File: config.mk
export PLATFORM = sky130hd
export DESIGN_NAME = mp_link_ctrl
export DESIGN_NICKNAME = d
export VERILOG_FILES = /design/src/rtl/mp_link_ctrl.sv
export SDC_FILE = /design/constraint.sdc
export NUM_CORES = 1
export LEC_CHECK = 0
export CORE_ASPECT_RATIO = 0.7
export CORE_MARGIN = 5
export CORE_UTILIZATION = 50
export DETAILED_ROUTE_END_ITERATION = 7
export DONT_BUFFER_PORTS = 1
export PLACE_DENSITY = 0.7
export SYNTH_ARGS = -nofsm -noshare
export SYNTH_HDL_FRONTEND = slang
export SYNTH_SLANG_ARGS = --single-unit
File: constraint.sdc
create_clock -name clk -period 3 [get_ports clk]
set_clock_uncertainty 0.1 [all_clocks]
set_input_delay 0.6 -clock clk [delete_from_list [all_inputs] [get_ports clk]]
set_output_delay 0.6 -clock clk [all_outputs]
set_load 0.01 [all_outputs]
File: src/rtl/mp_link_ctrl.sv
// Multiplayer link controller: ready handshake with the peer over the UART link,
// synchronised game start, and win/lose status driven by the received characters.
module mp_link_ctrl #(
  parameter int READY_PERIOD = 10000,
  parameter int START_HOLD   = 4,
  parameter int WAIT_TIMEOUT = 0
) (
  input  logic       clk,
  input  logic       rst,
  input  logic       multiplayer,
  input  logic       local_ready,
  input  logic       local_over,
  input  logic       restart,
  input  logic [7:0] rx_char,
  input  logic       rx_valid,
  output logic       ready_req,
  output logic       lose_req,
  output logic       game_start,
  output logic       waiting,
  output logic       victory,
  output logic       defeat,
  output logic       link_timeout
);

  localparam int HOLD_CYCLES = START_HOLD * READY_PERIOD;
  localparam int CNT_MAX     = (WAIT_TIMEOUT > HOLD_CYCLES) ? WAIT_TIMEOUT : HOLD_CYCLES;
  localparam int CW          = $clog2(CNT_MAX + 1);
  localparam int PW          = $clog2(READY_PERIOD);

  typedef enum logic [2:0] {
    S_IDLE, S_WAIT_PEER, S_SYNC, S_PLAYING, S_WON, S_LOST
  } state_t;

  state_t        state_q;
  logic [CW-1:0] cnt_q;
  logic [CW-1:0] cnt_d;
  logic [PW-1:0] per_q;
  logic [PW-1:0] per_d;
  logic          per_wrap;
  logic          rx_ready;
  logic          rx_lost;

  assign rx_ready = rx_valid && (rx_char == 8'h52);
  assign rx_lost  = rx_valid && (rx_char == 8'h4C);

  // cnt_d is "cycles spent in the state including this one"; per_wrap marks
  // that the next cycle starts a new ready period.
  assign cnt_d    = cnt_q + CW'(1);
  assign per_wrap = (per_q == PW'(READY_PERIOD - 1));
  assign per_d    = per_wrap ? '0 : per_q + PW'(1);

  always_ff @(posedge clk or posedge rst) begin
    if (rst) begin
      state_q      <= S_IDLE;
      cnt_q        <= '0;
      per_q        <= '0;
      ready_req    <= 1'b0;
      lose_req     <= 1'b0;
      game_start   <= 1'b0;
      waiting      <= 1'b0;
      victory      <= 1'b0;
      defeat       <= 1'b0;
      link_timeout <= 1'b0;
    end else begin
      ready_req    <= 1'b0;
      lose_req     <= 1'b0;
      game_start   <= 1'b0;
      link_timeout <= 1'b0;
      if (!multiplayer) begin
        state_q <= S_IDLE;
        cnt_q   <= '0;
        per_q   <= '0;
        waiting <= 1'b0;
        victory <= 1'b0;
        defeat  <= 1'b0;
      end else begin
        case (state_q)
          S_IDLE: begin
            cnt_q <= '0;
            per_q <= '0;
            if (local_ready) begin
              state_q   <= S_WAIT_PEER;
              waiting   <= 1'b1;
              ready_req <= 1'b1;
            end
          end
          S_WAIT_PEER: begin
            if (!local_ready) begin
              state_q <= S_IDLE;
              waiting <= 1'b0;
              cnt_q   <= '0;
              per_q   <= '0;
            end else if (rx_ready) begin
              state_q   <= S_SYNC;
              cnt_q     <= '0;
              per_q     <= '0;
              ready_req <= 1'b1;
            end else if ((WAIT_TIMEOUT != 0) && (cnt_d == CW'(WAIT_TIMEOUT))) begin
              state_q      <= S_IDLE;
              waiting      <= 1'b0;
              link_timeout <= 1'b1;
              cnt_q        <= '0;
              per_q        <= '0;
            end else begin
              per_q     <= per_d;
              ready_req <= per_wrap;
              if (WAIT_TIMEOUT != 0) cnt_q <= cnt_d;
            end
          end
          S_SYNC: begin
            // Peer characters are deliberately ignored until the hold completes.
            if (cnt_d == CW'(HOLD_CYCLES)) begin
              state_q    <= S_PLAYING;
              waiting    <= 1'b0;
              game_start <= 1'b1;
              cnt_q      <= '0;
              per_q      <= '0;
            end else begin
              cnt_q     <= cnt_d;
              per_q     <= per_d;
              ready_req <= per_wrap;
            end
          end
          S_PLAYING: begin
            if (local_over) begin
              state_q  <= S_LOST;
              defeat   <= 1'b1;
              lose_req <= 1'b1;
            end else if (rx_lost) begin
              state_q <= S_WON;
              victory <= 1'b1;
            end
          end
          S_WON, S_LOST: begin
            if (restart) begin
              state_q <= S_IDLE;
              victory <= 1'b0;
              defeat  <= 1'b0;
            end
          end
          default: begin
            state_q <= S_IDLE;
            waiting <= 1'b0;
            victory <= 1'b0;
            defeat  <= 1'b0;
          end
        endcase
      end
    end
  end

endmodule

==> metrics list, run 1 <==
- The flow ran to the end, and the final reports show no timing, DRC or antenna violations.
- In this run the core area contains 21 standard-cell rows.
- Cell area power density: between 400 and 500 nW/µm²
* Area used by multi-input combinational logic: between 1000 and 1500 µm²
* Antenna diode instance count: 0
* Count of vias placed by the detailed router: around 2100
- Routed wirelength normalized by instance count: 16.10 µm
- Number of buffers inserted for hold repair after clock tree synthesis: 0
- In the final layout, the share of cells above drive strength 1 is 10.00%.
- Number of antenna violations at the first check in global routing: 0
* Final setup margin: between 0.3 and 0.4 ns
* Via count of the first global-routing pass: 2004
- Fillers: between 400 and 500
- Number of cells in the finished layout apart from fillers: ~340
- After detailed routing, the number of vias per cell comes to approximately 6.3.
- DRC violation count after routing: 0
* Growth of design area from synthesis to finish: 7.135%
- The net count of the finished layout is ~300.
- Fraction of registers with async set or reset after synthesis: 100.0%
- Total CTS buffers: 5
* Bufs on Longest Clock Path: 2
- Global routing used about a fifth of the available tracks across all layers.
* Critical Path Source: cnt_q[1]$_DFFE_PP0P_
- In this run the count of I/O pins placed on the die edge is 22.
* Placer Congestion: ~0.84
* Setup repair after global routing missed its margin: no
* Largest family of logic cells by synthesized area: simple AND/OR/NAND/NOR gates
- Avg Cell Area, Syn: ~8.7 µm²
- Overall die width: slightly above 90 µm
- The synthesized design contains 39 register bits.
- Hold is met by approximately 0.21 ns.
- Summed over all nets, the half-perimeter wirelength after detailed placement is between 3000 and 4000 µm.
- Largest vdd supply drop: 376.8 µV
- For this run the aggregate overflow at the end of global routing stands at 0.
- Number of instances in the synthesized netlist: ~280
- Part of the cycle the worst path needs: 86.84%
* Achievable clock frequency: ~0.38 GHz
- Total leakage power: about 1.1 nW
- The final number of max-transition violations came to 0.
- Clock-pin slew was measured on the worst setup and hold paths at 0.08 ns.
- Area fraction in and, or, nand and nor cells after synthesis: between 30% and 40%
- Multiplexer share of the synthesized area: 1.302%
- Drt first pass iters: 5
* Clock latency reported for the late side of the worst-skew pair: 0.30 ns
* Crit. End Element: flop
- The count of nets left with antenna violations once routing finished came out at 0.
- Slew headroom: 66.07%
* Final Hold Vio Count: 0
- Share of synthesized cell area in full adder, half adder and majority cells: between 1 and 1.5%
* # port buffers: 0
- Summing all flip-flop and latch instances after layout gives 975.9 µm².
- At the worst endpoint, the arrival time is about 2.7 ns.
- Count of placed standard cells including taps: 330
* Share of synthesized area occupied by flip-flops and latches: ~41%
- For this run, the leading register cell type out of synthesis is dfrtp_1.
- Counting flops with a built-in enable in the synthesized netlist gives 0.
- From bottom edge to top edge, the die measures 68.00 µm.
- Gates resized during post-CTS repair numbered 0.
- The startpoint identified for the worst register-to-register timing path is cnt_q[1]$_DFFE_PP0P_.
* Wire length of the first global-routing pass: approximately 9400 µm
- CP required: between 3 and 4 ns
- Total Power: roughly 1.3 mW
- The final layout contains routed wiring with a total length of approximately 5400 µm.
- Area of the die: between 6000 and 7000 µm²
- Area of the placeable core: approximately 4700 µm²
* Number of maximum-capacitance constraint violations: 0
- Setup violations remaining at the end of the flow were counted as 0.
- The min-delay analysis places its worst path in the category input port to asynchronous set/reset pin.
* Iteration-0 DRC count of the detailed router: 125
* Count of different cell masters after synthesis: 55
- Largest net degree at the start of global routing: 40
* Sink Count: 39
- Slew of the pin with the lowest slew margin: between 0.5 and 0.6 ns
- Worst setup SP type: flop
- The H-tree was split into 2 levels.
* Min cycle time layout: roughly 2.6 ns
- In this run the cell area of the synthesized design comes to ~2400 µm².
- Largest driver fanout on the critical path: 8
- Count of buffers added by post-CTS timing repair for setup: 0
- Before CTS, the worst setup slack after placement is between 0.4 and 0.5 ns.
- The worst setup path is of the flop to flop kind.
- The number of nets in the synthesized netlist is ~290.
- The synthesized netlist devotes a little under a fifth of its cell area to compound gates.
- The initial utilization of the core area, before any placement, comes to about 51%.
* Fraction of synthesized cell area in xor and xnor cells: 2.865%
- TNS Setup: 0 ns
- Clock tree from TritonCTS: done
* Synth warnings: 0
- CTS root buffer: clkbuf_8
-- final cells by class --
cell class | count | area share, %
clock inverter | 1 | 0.1945
clock buffer | 6 | 3.209
inverter | 7 | 1.021
tap | 57 | 2.771
multi-input combinational | 218 | 52.26
sequential | 39 | 37.92
timing repair buffer | 9 | 2.625
-- cells by family (layout without fill, tap and decap cells) --
logic type / Yosys count / after routing
and+or+nand+nor: 141 / 141
other: 1 / 1
DFF: 39 / 39
AOI/OAI and AO/OA: 64 / 64
muxes: 3 / 3
adders and majority gates: 2 / 2
buffers and inverters: 18 / 23
xor gates and xnor gates: 7 / 7
-- registers in the layout, summed over array words and instances, names as in the netlist --
signal and flops:
victory 1, cnt_q 16, game_start 1, ready_req 1, lose_req 1, per_q 14
waiting 1, defeat 1, state_q 3
-- report_power, final --
| part | total, mW | switching, mW | internal (mW) | leakage (nW) |
|---|---|---|---|---|
| Combinational | 0.287 | 0.179 | 0.108 | 0.517 |
| Sequential | 0.601 | 0.0450 | 0.556 | 0.541 |
| Clock | 0.367 | 0.186 | 0.181 | 0.0470 |
-- synthesized netlist by cell type (all sizes together) (3+ instances only) --
cell	n	area (µm²)
a21oi	9	48.80
a22o	3	26.28
a31oi	14	87.58
a32o	5	50.05
and3	10	62.56
and4	3	26.28
buf	3	23.77
clkbuf	8	31.28
dfrtp	39	975.9
inv	7	26.28
nand2	35	133.9
nand2b	12	75.07
nand3	33	165.2
nand4	7	65.06
nor2	14	52.55
nor2b	5	31.28
nor3	10	50.05
o211ai	3	22.52
o21ai	12	60.05
o311ai	6	52.55
or3	5	31.28
xnor2	5	51.30
-- layer usage --
metal | share of wire (%) | global-route usage, %
met4 | 1.1 | 6.033
met3 | 5.5 | 4.615
met2 | 42 | 29.69
met1 | 51 | 26.31
met5 | 0 | 0
-- worst max-delay path, stage by stage (launching register included) --
cell and delay (ns):
dfrtp_1 0.50, ha_1 0.25, nand2_1 0.09, or4_4 0.46, xnor2_2 0.16, and4_1 0.25, nand2_2 0.13, nand2_1 0.19
o311ai_0 0.35
-- cell usage in the layout (no fill, tap or decap), types with 2 or more instances in the layout --
master	n
inv_1	7
o311ai_1	2
a21oi_1	8
a22o_1	3
ha_1	2
nor2b_1	5
and3_1	10
nand2_1	34
clkbuf_8	6
mux2i_1	2
nor3_1	10
nor2_1	14
o211ai_1	3
o311ai_0	4
a32o_1	5
o21ai_0	11
xnor2_1	4
buf_4	9
dfrtp_1	39
and4_1	3
nand3_1	33
nand2b_1	12
nand4_1	5
or3_1	5
a31oi_1	14
xor2_1	2
a31o_2	2
-- metrics by stage --
step | utilization (%) | area, µm²
detailed placement | 52.86 | 2486
global route | 54.72 | 2574
finish | 54.72 | 2574
global placement | 52.86 | 2486
floorplan | - | 2402
CTS | 54.72 | 2574
-- final timing paths --
path | slack, ns | cells past startpoint | end
setup reg to reg | 0.39 | 8 | cnt_q[15]$_DFFE_PP0P_
min in group clk | 0.34 | 2 | victory$_DFFE_PP0P_
setup / recovery | 0.39 | 8 | cnt_q[15]$_DFFE_PP0P_
hold / removal | 0.21 | 2 | cnt_q[13]$_DFFE_PP0P_
hold reg to reg | 0.41 | 1 | per_q[3]$_DFFE_PP0P_
max in group asynchronous | 2.23 | 2 | state_q[1]$_DFFE_PP0P_
Note: power is estimated with default switching activity, not from simulation.
==> run 2, diff against run 1 <==
--- a/config.mk
+++ b/config.mk
@@ -6,7 +6,7 @@
 export NUM_CORES = 1
 export LEC_CHECK = 0
 export CORE_ASPECT_RATIO = 0.7
-export CORE_MARGIN = 5
+export CORE_MARGIN = 4
 export CORE_UTILIZATION = 50
 export DETAILED_ROUTE_END_ITERATION = 7
 export DONT_BUFFER_PORTS = 1
==> metrics list, run 2 (same netlist as run 1, synthesis figures left out) <==
- The flow ran to the end, and the final reports show no timing, DRC or antenna violations.
- Largest net degree at the start of global routing: 40 (unchanged)
* Final HPWL DP: 3801 µm (-1.2%)
- The cell leakage power is 1.100 nW (-0.44%).
* TNS Setup: 0 ns (unchanged)
* Area of the placeable core: 4479 µm² (-4.8%)
* Endpoint of the lowest-slack register-to-register path: cnt_q[5]$_DFFE_PP0P_
- The die area was 5995 µm² (-5.0%).
* Largest vdd supply drop: 428.5 µV (+14%)
- Number of maximum-capacitance constraint violations: 0 (unchanged)
- The detailed-routed wire length on met2 came to 2178 µm (-5.1%).
* Clock tree from TritonCTS: done
* Flop-to-flop setup slack: 0.35 ns (-0.05 ns)
- The number of buffers created by CTS came to 5 (unchanged).
* Total global routing overflow: 0 (unchanged)
- The clock network latency to the later pin of the worst-skew pair came to 0.30 ns (about the same).
* Slew of the pin with the lowest slew margin: 0.5185 ns (+0.009596 ns)
- Starting density of the core: 53.63% (+2.6 points)
* Iteration-0 DRC count of the detailed router: 132 (+5.6%)
* Via count of the first global-routing pass: 1939 (-3.2%)
- cnt_q holds more flip-flops than any other register.
- The post-detailed-route via-to-cell ratio came to 6.244 (-0.32%).
- The clock edge transition at the registers on the reported setup and hold paths is 0.08 ns (about the same).
* Number of buffers inserted for hold repair after clock tree synthesis: 0 (unchanged)
* Most common library cell in the layout ignoring fill and taps: dfrtp_1
* Reg2reg start: cnt_q[8]$_DFFE_PP0P_
- Largest driver fanout on the critical path: 8 (unchanged)
* Placer Congestion: 0.8542 (+1.9%)
- Type of the setup path with the least slack: flop to flop
- The worst setup path is launched from a flop.
- Detailed Route WL: 5334 µm (-1.7%)
* Utilization of the core after routing: 57.26% (+2.5 points)
- The wire length on met1 is 2786 µm (+0.76%).
- The tightest min-delay check is of the input port to asynchronous set/reset pin type.
* Overall die width: 90.85 µm (-2.2%)
- The fraction of the cycle the final worst path needs was 88.40% (+1.6 points).
- DRC violation count after routing: 0 (unchanged)
* Count of vias placed by the detailed router: 2098 (-0.62%)
- Height of the die: 66.00 µm (-2.9%)
- The final critical-path required period came to 2.652 ns (+0.04696 ns).
* GRT Overall Usage: 19.44% (+0.43 points)
- The number of buffers on the longest clock path was 2 (unchanged).
- Drt first pass iters: 4 (-1)
- The area growth from synthesis to layout is 6.771%.
- The path depth of the worst reg2reg path is 7 (-1).
- The share of cells above drive strength 1 is 9.609% (-0.39 points).
* Biggest registers after layout: cnt_q: 16 flops, per_q: 14 flops, state_q: 3 flops
* Crit. End Element: flop
- Count of pins over their slew limit: 0 (unchanged)
* Total Power: 1.241 mW (-1.1%)
* Arr. time, crit path: 2.73 ns (+0.04 ns)
* Highest-count cells in the layout ignoring fill and taps: dfrtp_1, nand2_1, nand3_1
* Top metal layer carrying routed signals: met4
* Number of levels the H-tree was split into: 2 (unchanged)
- The setup violation total in the final timing report was 0 (unchanged).
- Final Hold Vio Count: 0 (unchanged)
* Max FFs per register: 16 (unchanged)
- Cell area power density: 483.9 nW/µm² (-0.78%)
- CP required: 3.08 ns (about the same)
- The quantity of I/O buffers inserted on ports is 0 (unchanged).
- The headroom to the max-slew limit came to 65.43% (-0.64 points).
- Achievable clock frequency: 0.3771 GHz (-1.8%)
- Antenna diode instance count: 0 (unchanged)
- The quantity of gates resized following cts came to 0 (unchanged).
- The wire length of the first global-routing pass was 9418 µm (-0.22%).
- Final net count: 297 (unchanged)
- The detailed route wirelength on metal3 is 330 µm (+10%).
* Floorplan row count: 20 (-4.8%)
- Count of buffers added by post-CTS timing repair for setup: 0 (unchanged)
- The initial antenna violation count came to 0 (unchanged).
- The number of nets with antenna violations after detailed routing came to 0 (unchanged).
- The routed wirelength normalized by instance count was 15.88 µm (-1.4%).
- The root buffer cell chosen for the clock tree is clkbuf_8.
* Setup repair after global routing missed its margin: no
* Sink Count: 39 (unchanged)
- The number of primary I/O pins is 22 (unchanged).
[run 2: cell types whose count changed in the layout (fill, tap and decap cells not counted), sizes merged]
cell,before,now
clkbuf,6,7
[run 2: worst max path at each step]
stage | start | cells after the start | slack [ns] | end
2_1_floorplan | rx_char[4] | 8 | 0.49 | per_q[7]$_DFFE_PP0P_
6_report | cnt_q[8]$_DFFE_PP0P_ | 7 | 0.35 | cnt_q[5]$_DFFE_PP0P_
3_3_place_gp | cnt_q[8]$_DFFE_PP0P_ | 7 | 0.40 | cnt_q[15]$_DFFE_PP0P_
4_1_cts | cnt_q[3]$_DFFE_PP0P_ | 7 | 0.35 | cnt_q[6]$_DFFE_PP0P_
5_1_grt | cnt_q[3]$_DFFE_PP0P_ | 7 | 0.12 | cnt_q[15]$_DFFE_PP0P_
3_5_place_dp | cnt_q[3]$_DFFE_PP0P_ | 7 | 0.35 | cnt_q[15]$_DFFE_PP0P_
[run 2: metal layers]
layer / GRT usage (%) / vias to the layer above
met5: 0 / -
met4: 5.075 / 0
met3: 4.323 / 4
met2: 29.36 / 51
met1: 28.24 / 1010
li1: - / 1033
[run 2: layout make-up]
| type | instances | area [µm²] |
|---|---|---|
| inverters | 7 | 26.28 |
| multi-input cells | 218 | 1345 |
| repair buffers | 9 | 67.56 |
| well taps | 55 | 68.82 |
| fillers | 396 | 1914 |
| flip-flops and latches | 39 | 975.9 |
| clock buffers | 7 | 76.32 |
| clock inverters | 1 | 5.005 |
[run 2: stage by stage]
step	instances	area, µm²	worst slack, ns	hold WS, ns
floorplan	275	2402	0.4916	0.3568
global route	336	2565	0.1228	0.2793
CTS	336	2565	0.3523	0.2381
detailed placement	328	2484	0.3459	0.3952
finish	336	2565	0.3480	0.2022
global placement	328	2484	0.3978	0.3864
[run 2: worst max-delay path, stage by stage (launching register included)]
cell	delay (ns)
dfrtp_1	0.49
nand4_2	0.20
or4_4	0.58
xnor2_2	0.15
and4_1	0.25
nand2_2	0.14
nand2_1	0.22
o311ai_0	0.40
[run 2: power breakdown]
group          internal [mW]  switching [mW]  total [mW]
Combinational          0.107           0.178       0.285
Sequential             0.556          0.0452       0.601
Clock                  0.163           0.191       0.355
Total                  0.827           0.414        1.24
==> run 3, diff against run 2 <==
--- a/config.mk
+++ b/config.mk
@@ -8,6 +8,7 @@
 export CORE_ASPECT_RATIO = 0.7
 export CORE_MARGIN = 4
 export CORE_UTILIZATION = 50
+export CTS_CLUSTER_SIZE = 28
 export DETAILED_ROUTE_END_ITERATION = 7
 export DONT_BUFFER_PORTS = 1
 export PLACE_DENSITY = 0.7
==> results of run 3 <==
No change in the layout: final DEF, timing and power equal those of run 2.
